[src/rtl/dmem_arb_pkg.sv]
// Shared types for the data-memory arbiter: FSM state, requester id and port ids.
package dmem_arb_pkg;

    typedef enum logic {
        ARB_IDLE   = 1'b0,
        ARB_LOCKED = 1'b1
    } arb_state_t;

    typedef logic req_id_t;

    localparam req_id_t REQ_CPU = 1'b0;
    localparam req_id_t REQ_LDR = 1'b1;

endpackage

[src/rtl/dmem_rr_picker.sv]
// Two-way round-robin pick: a lone requester wins, a tie goes to the port that did not win last.
module dmem_rr_picker
    import dmem_arb_pkg::*;
(
    input  logic [1:0] req,
    input  req_id_t    rr_last,
    output req_id_t    winner,
    output logic       any
);

    always_comb begin
        any = |req;
        if (&req) begin
            winner = ~rr_last;
        end else if (req[1]) begin
            winner = REQ_LDR;
        end else begin
            winner = REQ_CPU;
        end
    end

endmodule

[src/rtl/dmem_arbiter.sv]
// Shares the single-port data memory between the CPU (port 0) and loader/debug (port 1).
// Optional statistics counters are built when DMEM_ARB_STATS_EN is defined.
module dmem_arbiter
    import dmem_arb_pkg::*;
#(
    parameter int ADDR_W = 8,
    parameter int DATA_W = 32
`ifdef DMEM_ARB_STATS_EN
    ,
    parameter int STAT_W = 16
`endif
) (
    input  logic              clk,
    input  logic              reset,
    input  logic              req0,
    input  logic              we0,
    input  logic              lock0,
    input  logic [ADDR_W-1:0] addr0,
    input  logic [DATA_W-1:0] wdata0,
    input  logic              req1,
    input  logic              we1,
    input  logic              lock1,
    input  logic [ADDR_W-1:0] addr1,
    input  logic [DATA_W-1:0] wdata1,
    output logic              gnt0,
    output logic              gnt1,
    output logic              rvalid0,
    output logic              rvalid1,
    output logic [DATA_W-1:0] rdata,
    output logic              mem_en,
    output logic              mem_we,
    output logic [ADDR_W-1:0] mem_addr,
    output logic [DATA_W-1:0] mem_wdata,
    input  logic [DATA_W-1:0] mem_rdata,
    output arb_state_t        dbg_state
`ifdef DMEM_ARB_STATS_EN
    ,
    output logic [STAT_W-1:0] stat_gnt0,
    output logic [STAT_W-1:0] stat_gnt1,
    output logic [STAT_W-1:0] stat_wait
`endif
);

    arb_state_t state;
    req_id_t    lock_id;
    req_id_t    rr_last;
    req_id_t    resp_id;
    logic       resp_valid;

    logic [1:0] eligible;
    req_id_t    winner;
    logic       any;
    logic       win_lock;
    logic       owner_req;

    // While locked only the owner may compete; nothing is issued in a reset cycle.
    always_comb begin
        eligible = {req1, req0};
        if (state == ARB_LOCKED) begin
            eligible = (lock_id == REQ_LDR) ? {req1, 1'b0} : {1'b0, req0};
        end
        if (reset) begin
            eligible = 2'b00;
        end
    end

    dmem_rr_picker u_picker (
        .req     (eligible),
        .rr_last (rr_last),
        .winner  (winner),
        .any     (any)
    );

    assign gnt0      = any && (winner == REQ_CPU);
    assign gnt1      = any && (winner == REQ_LDR);
    assign win_lock  = (winner == REQ_LDR) ? lock1 : lock0;
    assign owner_req = (lock_id == REQ_LDR) ? req1 : req0;

    always_comb begin
        mem_en    = any;
        mem_we    = 1'b0;
        mem_addr  = '0;
        mem_wdata = '0;
        if (any) begin
            if (winner == REQ_LDR) begin
                mem_we    = we1;
                mem_addr  = addr1;
                mem_wdata = wdata1;
            end else begin
                mem_we    = we0;
                mem_addr  = addr0;
                mem_wdata = wdata0;
            end
        end
    end

    always_ff @(posedge clk) begin
        if (reset) begin
            state      <= ARB_IDLE;
            lock_id    <= REQ_CPU;
            rr_last    <= REQ_LDR;
            resp_valid <= 1'b0;
            resp_id    <= REQ_CPU;
        end else begin
            resp_valid <= any;
            resp_id    <= winner;
            case (state)
                ARB_IDLE: begin
                    if (any) begin
                        rr_last <= winner;
                        if (win_lock) begin
                            state   <= ARB_LOCKED;
                            lock_id <= winner;
                        end
                    end
                end
                ARB_LOCKED: begin
                    // Owner leaving, or issuing its final unlocked access, frees the memory.
                    if (!owner_req || (any && !win_lock)) begin
                        state <= ARB_IDLE;
                    end
                end
                default: state <= ARB_IDLE;
            endcase
        end
    end

    assign rvalid0   = resp_valid && !reset && (resp_id == REQ_CPU);
    assign rvalid1   = resp_valid && !reset && (resp_id == REQ_LDR);
    assign rdata     = mem_rdata;
    assign dbg_state = state;

`ifdef DMEM_ARB_STATS_EN
    logic waiting;
    assign waiting = (req0 && !gnt0) || (req1 && !gnt1);

    always_ff @(posedge clk) begin
        if (reset) begin
            stat_gnt0 <= '0;
            stat_gnt1 <= '0;
            stat_wait <= '0;
        end else begin
            if (gnt0 && (stat_gnt0 != '1)) stat_gnt0 <= stat_gnt0 + 1'b1;
            if (gnt1 && (stat_gnt1 != '1)) stat_gnt1 <= stat_gnt1 + 1'b1;
            if (waiting && (stat_wait != '1)) stat_wait <= stat_wait + 1'b1;
        end
    end
`endif

endmodule

[config.mk]
export PLATFORM = sky130hd
export DESIGN_NAME = dmem_arbiter
export DESIGN_NICKNAME = d
export VERILOG_FILES = /design/src/rtl/dmem_arb_pkg.sv /design/src/rtl/dmem_rr_picker.sv /design/src/rtl/dmem_arbiter.sv
export SDC_FILE = /design/constraint.sdc
export NUM_CORES = 1
export LEC_CHECK = 0
export ABC_AREA = 0
export CAP_MARGIN = 10
export CORE_AREA = 2 2 77 79
export DETAILED_ROUTE_END_ITERATION = 8
export DIE_AREA = 0 0 79 81
export PLACE_DENSITY = 0.88
export SLEW_MARGIN = 5
export SYNTH_ARGS = -nofsm -noshare
export SYNTH_HDL_FRONTEND = slang
export SYNTH_SLANG_ARGS = --single-unit
[constraint.sdc]
create_clock -name clk -period 4.4 [get_ports clk]
set_clock_uncertainty 0.15 [all_clocks]
set_input_delay 1.32 -clock clk [delete_from_list [all_inputs] [get_ports clk]]
set_output_delay 1.32 -clock clk [all_outputs]
set_load 0.05 [all_outputs]
==> run summary, run 1 <==
## Run status
* **run status** completed

## Clocking
* **Post-CTS Setup Bufs** 0
* **CTS root buf** clkbuf_8
* **Reg clk slew, reported paths** 0.04 ns
* **TritonCTS clock tree** yes
* **Clock Sink Count** 5
* **Longest Clk Path Bufs** 2
* **count of cells resized by post-cts repair** 0
* **total number of H-tree levels** 1
* **cts bufs inserted** 3
* **number of buffers inserted by hold repair at cts** 0
* **worst skew pair latency** 0.22 ns

## Logic synthesis
* **number of storage elements in the synthesis netlist** 5
* **Yosys top cell area share** 0.327
* **YS warnings** 0
* **most numerous cell in the Yosys netlist** a22o_1
* **number of distinct standard cells referenced by the synthesized netlist** 29
* **synth cell count leaders** a22o_1 (38), buf_4 (35), dfxtp_1 (5)
* **net count after synthesis** 236
* **count of flip-flops with a built-in enable after synthesis** 0
* **cell type with the highest aggregate area in the netlist** a22o_1
* **most used flip-flop cell after synthesis** dfxtp_1
* **mean instance size in the synthesized netlist** 8.77 um2
* **cell types with the largest area share after synthesis** a22o_1 (33%), buf_4 (26%), dfxtp_1 (9.8%), buf_6 (4.4%), and4b_1 (3.0%)
* **instance count of the mapped netlist** 116
* **synthesized cell area** 0.00102 mm2
* **sequential area share after synthesis** 0.0984
* **Synth async-reset ratio** 0

## Placement
* **cell area after placement** 0.00264 mm2
* **count of placed standard cells including taps** 290
* **total half-perimeter wirelength after legalization and detailed placement** 3.70 mm
* **routability congestion estimate** 0.754
* **setup slack at placement** 0.0821 ns
* **number of port buffers** 134

## Layout
* **final instance area** 0.00269 mm2
* **antenna cell count** 0
* **layout overhead on the synthesized area** 164%
* **Layout Cells excl Fill** 294
* **layout net count** 340
* **share of final-layout standard cells stronger than drive strength 1** 0.292

## Power
* **standby leakage power** 1.09 nW
* **Net Sw Frac** 0.390
* **PD cells** 198 mW/mm2
* **Int Pwr** 0.000324 W
* **reported net switching power** 0.000207 W
* **Peak VDD IR** 166 uV
* **relative contribution of combinational cells to total power** 0.743
* **clock group share of total power** 0.158
* **Sequential Power Share** 0.099

## Drt
* **Routed WL per cell** 15.2 um
* **number of optimization iterations in the first detailed-route pass** 4
* **number of design rule violations left after detail routing** 0
* **antenna-violating nets left** 0
* **via density per instance** 4.48
* **total via count after detailed routing** 1318
* **DRT Wirelength** 4.48 mm
* **drt first-iter violations** 25

## Critical path
* **critical path fanouts, max** 20
* **data required time of the critical path** 2.93 ns
* **classification of the worst setup path** in2out
* **arrival time of the worst setup path** 2.84 ns
* **slack of the worst reg-to-reg path** 2.85 ns
* **logic depth of the worst register-to-register path** 4
* **endpoint kind of the worst setup timing path** output port
* **crit start category** input port

## Floorplanning
* **floorplan row count** 28
* **starting density of the core** 0.179
* **floorplan die height** 81 um
* **Die Outline Area** 0.00640 mm2
* **core region area** 0.00568 mm2
* **horizontal extent of the die** 79 um
* **number of top-level design ports** 199

## Global route
* **first-pass GRT wire length** 6.48 mm
* **largest net degree at the start of global routing** 40
* **via count of the first global-routing pass** 1307
* **total routing usage reported by global routing** 0.125
* **number of antenna violations at the first check in global routing** 0
* **grt ovf** 0

## STA
* **Max Clk Rate** 0.232 GHz
* **setup_tns** 0 ns
* **post-route worst hold slack** 0.464 ns
* **share of the cycle needed by the critical path after routing** 0.980
* **final setup slack of the worst path** 0.0892 ns
* **RSZ-0062 raised after global routing** no
* **transition time at the pin with the least slew margin** 0.494 ns
* **endpoints failing setup** 0
* **final worst path period need** 4.31 ns
* **number of slew-limit violations in the final report** 0
* **relative slew slack** 0.670
* **number of hold violations in the final report** 0

## Worst hold path
* **Hold Path Stages** 1
* **path type of the worst min-delay path** reg2reg

## Run
* **MaxCap Viol Count** 0

-- critical path, cell delays in order --
cell             delay [ns]
clkdlybuf4s50_1        0.61
nand3b_4               0.10
and3_4                 0.20
buf_12                 0.16
a22o_1                 0.28
buf_12                 0.16
-- metrics by stage --
step	util	total power, W
after CTS	0.474	0.000535
after floorplan	-	0.000302
after global placement	0.466	0.000445
final	0.474	0.000532
after detailed placement	0.466	0.000449
after global routing	0.474	0.000553
-- per-layer routing --
layer,share of wire,GRT usage,vias to the layer above
met3,0.085,0.0378,6
met5,0,0,-
met1,0.40,0.152,616
met4,0.0094,0.0345,0
met2,0.51,0.214,72
li1,-,-,624
-- kinds of logic (layout without fill, tap and decap cells) --
family / count (synthesis) / in the layout / share of synthesized area
and+or+nand+nor: 15 / 15 / 0.135
AOI/OAI and AO/OA: 48 / 48 / 0.395
DFF: 5 / 5 / 0.0984
muxes: 4 / 4 / 0.0467
buffers and inverters: 44 / 147 / 0.325
-- registers in the layout, summed over array words and instances, names as in the netlist --
| register | count |
|---|---|
| rr_last | 1 |
| resp_valid | 1 |
| dbg_state | 1 |
| resp_id | 1 |
| lock_id | 1 |
-- layout make-up --
class,instances,area (um2)
Tap cell,75,93.8
Inverter,2,7.51
Multi-Input combinational cell,67,587
Timing Repair Buffer,141,1850
Fill cell,517,2990
Clock buffer,4,45.0
Sequential cell,5,100
-- placed cells by master (no fill, tap or decap), types with 2 or more instances in the layout --
cell	n
clkdlybuf4s50_1	88
buf_12	46
a22o_1	38
buf_4	7
dfxtp_1	5
a21oi_1	3
and4b_1	3
clkbuf_8	3
nor3b_1	2
mux2_2	2
inv_1	2
a21o_1	2
-- worst paths after layout --
| path | start | end |
|---|---|---|
| worst max register to register | dbg_state$_SDFF_PP0_ | lock_id$_SDFFE_PP0P_ |
| worst min-delay path | dbg_state$_SDFF_PP0_ | resp_valid$_SDFF_PP0_ |
| worst min register to register | dbg_state$_SDFF_PP0_ | resp_valid$_SDFF_PP0_ |
| worst max-delay path | req0 | mem_wdata[29] |
-- power by group through the flow --
stage                     Combinational (W)  Clock (W)  Sequential (W)
after global placement             0.000392          0       0.0000527
after floorplan                    0.000248          0       0.0000542
after CTS                          0.000398  0.0000855       0.0000523
after global routing               0.000411  0.0000893       0.0000527
after detailed placement           0.000396          0       0.0000529
final                              0.000395  0.0000841       0.0000524
Power figures use the tool's default switching activity.
==> run 2: changes to the inputs <==
--- a/config.mk
+++ b/config.mk
@@ -10,6 +10,7 @@
 export CORE_AREA = 2 2 77 79
 export DETAILED_ROUTE_END_ITERATION = 8
 export DIE_AREA = 0 0 79 81
+export GPL_ROUTABILITY_DRIVEN = 0
 export PLACE_DENSITY = 0.88
 export SLEW_MARGIN = 5
 export SYNTH_ARGS = -nofsm -noshare
==> results of run 2 <==
Same layout as run 1: the final DEF is identical, and so are final timing and power.
==> run 3: changes to the inputs <==
--- a/config.mk
+++ b/config.mk
@@ -7,12 +7,13 @@
 export LEC_CHECK = 0
 export ABC_AREA = 0
 export CAP_MARGIN = 10
-export CORE_AREA = 2 2 77 79
+export CORE_AREA = 2 2 76 78
 export DETAILED_ROUTE_END_ITERATION = 8
-export DIE_AREA = 0 0 79 81
+export DIE_AREA = 0 0 78 80
 export GPL_ROUTABILITY_DRIVEN = 0
-export PLACE_DENSITY = 0.88
+export PLACE_DENSITY = 0.95
 export SLEW_MARGIN = 5
 export SYNTH_ARGS = -nofsm -noshare
 export SYNTH_HDL_FRONTEND = slang
+export SYNTH_HIERARCHICAL = 1
 export SYNTH_SLANG_ARGS = --single-unit
==> run summary, run 3 <==
## Critical path
* **arrival time of the worst setup path** 2.87 ns
* **Worst Setup SP** req0
* **delay-heaviest family, CP** buffers and inverters
* **data required time of the critical path** 2.93 ns
* **largest incremental delay on the critical path** 0.26 ns
* **capture point of the worst path** mem_wdata[5]
* **slack of the worst reg-to-reg path** 2.21 ns
* **classification of the worst setup path** in2out
* **most numerous cell on the critical path** buf_12
* **critical path fanouts, max** 6
* **buffer and inverter count on the worst path** 6
* **logic depth of the worst register-to-register path** 9
* **ordered list of cells on the worst path** dlygate4sd2_1 > inv_1 > a211oi_2 > buf_4 > a21boi_4 > buf_12 > bufbuf_16 > mux2i_2 > nor2b_2 > buf_12
* **endpoint kind of the worst setup timing path** output port
* **FF-to-FF Start** dbg_state$_SDFF_PP0_
* **capturing point of the worst reg2reg path** dbg_state$_SDFF_PP0_
* **crit start category** input port
* **Slowest-stage cell, CP** bufbuf_16
* **cell count along the critical path** 10

## Power
* **Peak VDD IR** 102 uV
* **clock group share of total power** 0.134
* **Sequential Power Share** 0.079
* **overall power consumption** 0.000651 W
* **reported net switching power** 0.000258 W
* **relative contribution of combinational cells to total power** 0.787
* **Int Pwr** 0.000393 W
* **standby leakage power** 1.27 nW
* **PD cells** 195 mW/mm2
* **Net Sw Frac** 0.397

## Placement
* **total half-perimeter wirelength after legalization and detailed placement** 4.17 mm
* **setup slack at placement** -0.252 ns
* **number of port buffers** 134
* **cell area after placement** 0.00303 mm2

## Floorplanning
* **core region area** 0.00541 mm2
* **starting density of the core** 0.231
* **number of top-level design ports** 199
* **horizontal extent of the die** 78 um
* **Die Outline Area** 0.00624 mm2
* **floorplan row count** 27
* **floorplan die height** 80 um

## Logic synthesis
* **Yosys top cell area share** 0.328
* **sequential area share after synthesis** 0.0800
* **Synth async-reset ratio** 0
* **cell types with the largest area share after synthesis** mux2i_1 (33%), nor2b_1 (24%), buf_4 (20%), dfxtp_1 (8.0%), buf_6 (2.7%)
* **synth cell count leaders** nor2b_1 (47), mux2i_1 (41), buf_4 (34)
* **synthesized cell area** 0.00125 mm2
* **number of distinct standard cells referenced by the synthesized netlist** 21
* **mean instance size in the synthesized netlist** 8.18 um2
* **cell type with the highest aggregate area in the netlist** mux2i_1
* **count of flip-flops with a built-in enable after synthesis** 0
* **net count after synthesis** 273
* **instance count of the mapped netlist** 153
* **most used flip-flop cell after synthesis** dfxtp_1
* **YS warnings** 6
* **number of storage elements in the synthesis netlist** 5
* **most numerous cell in the Yosys netlist** nor2b_1

## Clocking
* **TritonCTS clock tree** yes
* **Longest Clk Path Bufs** 2
* **total number of H-tree levels** 1
* **Reg clk slew, reported paths** 0.03 ns
* **CTS root buf** clkbuf_8
* **number of buffers inserted by hold repair at cts** 0
* **Clock Sink Count** 5
* **worst skew pair latency** 0.23 ns
* **cts bufs inserted** 3

## Drt
* **antenna-violating nets left** 0
* **Routed WL per cell** 16.2 um
* **via density per instance** 4.37
* **total via count after detailed routing** 1469
* **number of optimization iterations in the first detailed-route pass** 4
* **number of design rule violations left after detail routing** 0
* **drt first-iter violations** 30
* **DRT Wirelength** 5.43 mm

## Layout
* **share of final-layout standard cells stronger than drive strength 1** 0.477
* **antenna cell count** 0
* **layout net count** 385
* **layout overhead on the synthesized area** 167%
* **most common cell after layout, fill and taps aside** clkdlybuf4s50_1
* **final core utilization** 0.619
* **highest-count cells in the layout ignoring fill and taps** clkdlybuf4s50_1 (85), buf_12 (51), nor2b_2 (40)
* **final instance area** 0.00335 mm2

## STA
* **final setup slack of the worst path** 0.0576 ns
* **Max Clk Rate** 0.230 GHz
* **transition time at the pin with the least slew margin** 0.486 ns
* **final worst path period need** 4.34 ns
* **setup_tns** 0 ns
* **RSZ-0062 raised after global routing** yes
* **number of hold violations in the final report** 0
* **share of the cycle needed by the critical path after routing** 0.987
* **endpoints failing setup** 0
* **relative slew slack** 0.675
* **number of slew-limit violations in the final report** 0

## Global route
* **grt ovf** 0
* **first-pass GRT wire length** 8.50 mm
* **total routing usage reported by global routing** 0.175
* **number of antenna violations at the first check in global routing** 0
* **via count of the first global-routing pass** 1668
* **largest net degree at the start of global routing** 48

## Run
* **MaxCap Viol Count** 0

## Worst hold path
* **path type of the worst min-delay path** reg2reg

## Run status
* **run status** completed

-- run 3: how the worst min path moves through the flow --
stage                               startpoint              endpoint  slack, ns  cells after the start
after detailed placement  dbg_state$_SDFF_PP0_  dbg_state$_SDFF_PP0_       0.42                      2
after global routing      dbg_state$_SDFF_PP0_  dbg_state$_SDFF_PP0_       0.46                      2
after global placement    dbg_state$_SDFF_PP0_  dbg_state$_SDFF_PP0_       0.40                      2
final                     lock_id$_SDFFE_PP0P_  lock_id$_SDFFE_PP0P_       0.45                      2
after CTS                 dbg_state$_SDFF_PP0_  dbg_state$_SDFF_PP0_       0.44                      2
after floorplan           rr_last$_SDFFE_PP1P_  rr_last$_SDFFE_PP1P_       0.39                      2
-- run 3: through the flow --
stage	hold slack, ns	std cells
final	0.448	336
after detailed placement	0.423	323
after CTS	0.442	336
after global placement	0.397	323
after floorplan	0.386	153
after global routing	0.464	336
-- run 3: tightest hold or removal path, cell delays in order (launching register included) --
cell and delay [ns]:
dfxtp_1 0.35, nor2_1 0.14, a2111oi_2 0.06
-- run 3: per-layer routing --
layer  up-vias  routed length (um)  global-route usage
met5         -                   0                   0
met4         0                 117              0.0772
met3        15                 366              0.0351
met2        66                3170               0.348
met1       690                1770               0.173
li1        698                   -                   -
-- run 3: cell families after synthesis --
group           count (synthesis)  share of synthesized area
flops                           5                     0.0800
mux                            42                      0.337
compound gates                  8                     0.0520
simple gates                   54                      0.275
buf+inv                        44                      0.256
-- run 3: repair_timing --
action	in CTS	in global routing
hold endpoints to repair	0	0
pin swaps	2	1
setup buffers	6	0
endpoints found under the setup margin	42	36
gates resized for setup	27	4
cloned	3	0
-- run 3: cell type report --
class | count | area, um2
Multi-Input combinational cell | 104 | 1060
Sequential cell | 5 | 100
Timing Repair Buffer | 150 | 2050
Fill cell | 426 | 2060
Inverter | 1 | 3.75
Tap cell | 72 | 90.1
Clock buffer | 4 | 45.0
-- run 3: power by group through the flow --
stage / combinational (W) / sequential [W] / clock, W
finish: 0.000512 / 0.0000517 / 0.0000870
global route: 0.000534 / 0.0000520 / 0.0000928
CTS: 0.000515 / 0.0000516 / 0.0000900
detailed placement: 0.000474 / 0.0000521 / 0
global placement: 0.000466 / 0.0000516 / 0
floorplan: 0.000301 / 0.0000536 / 0
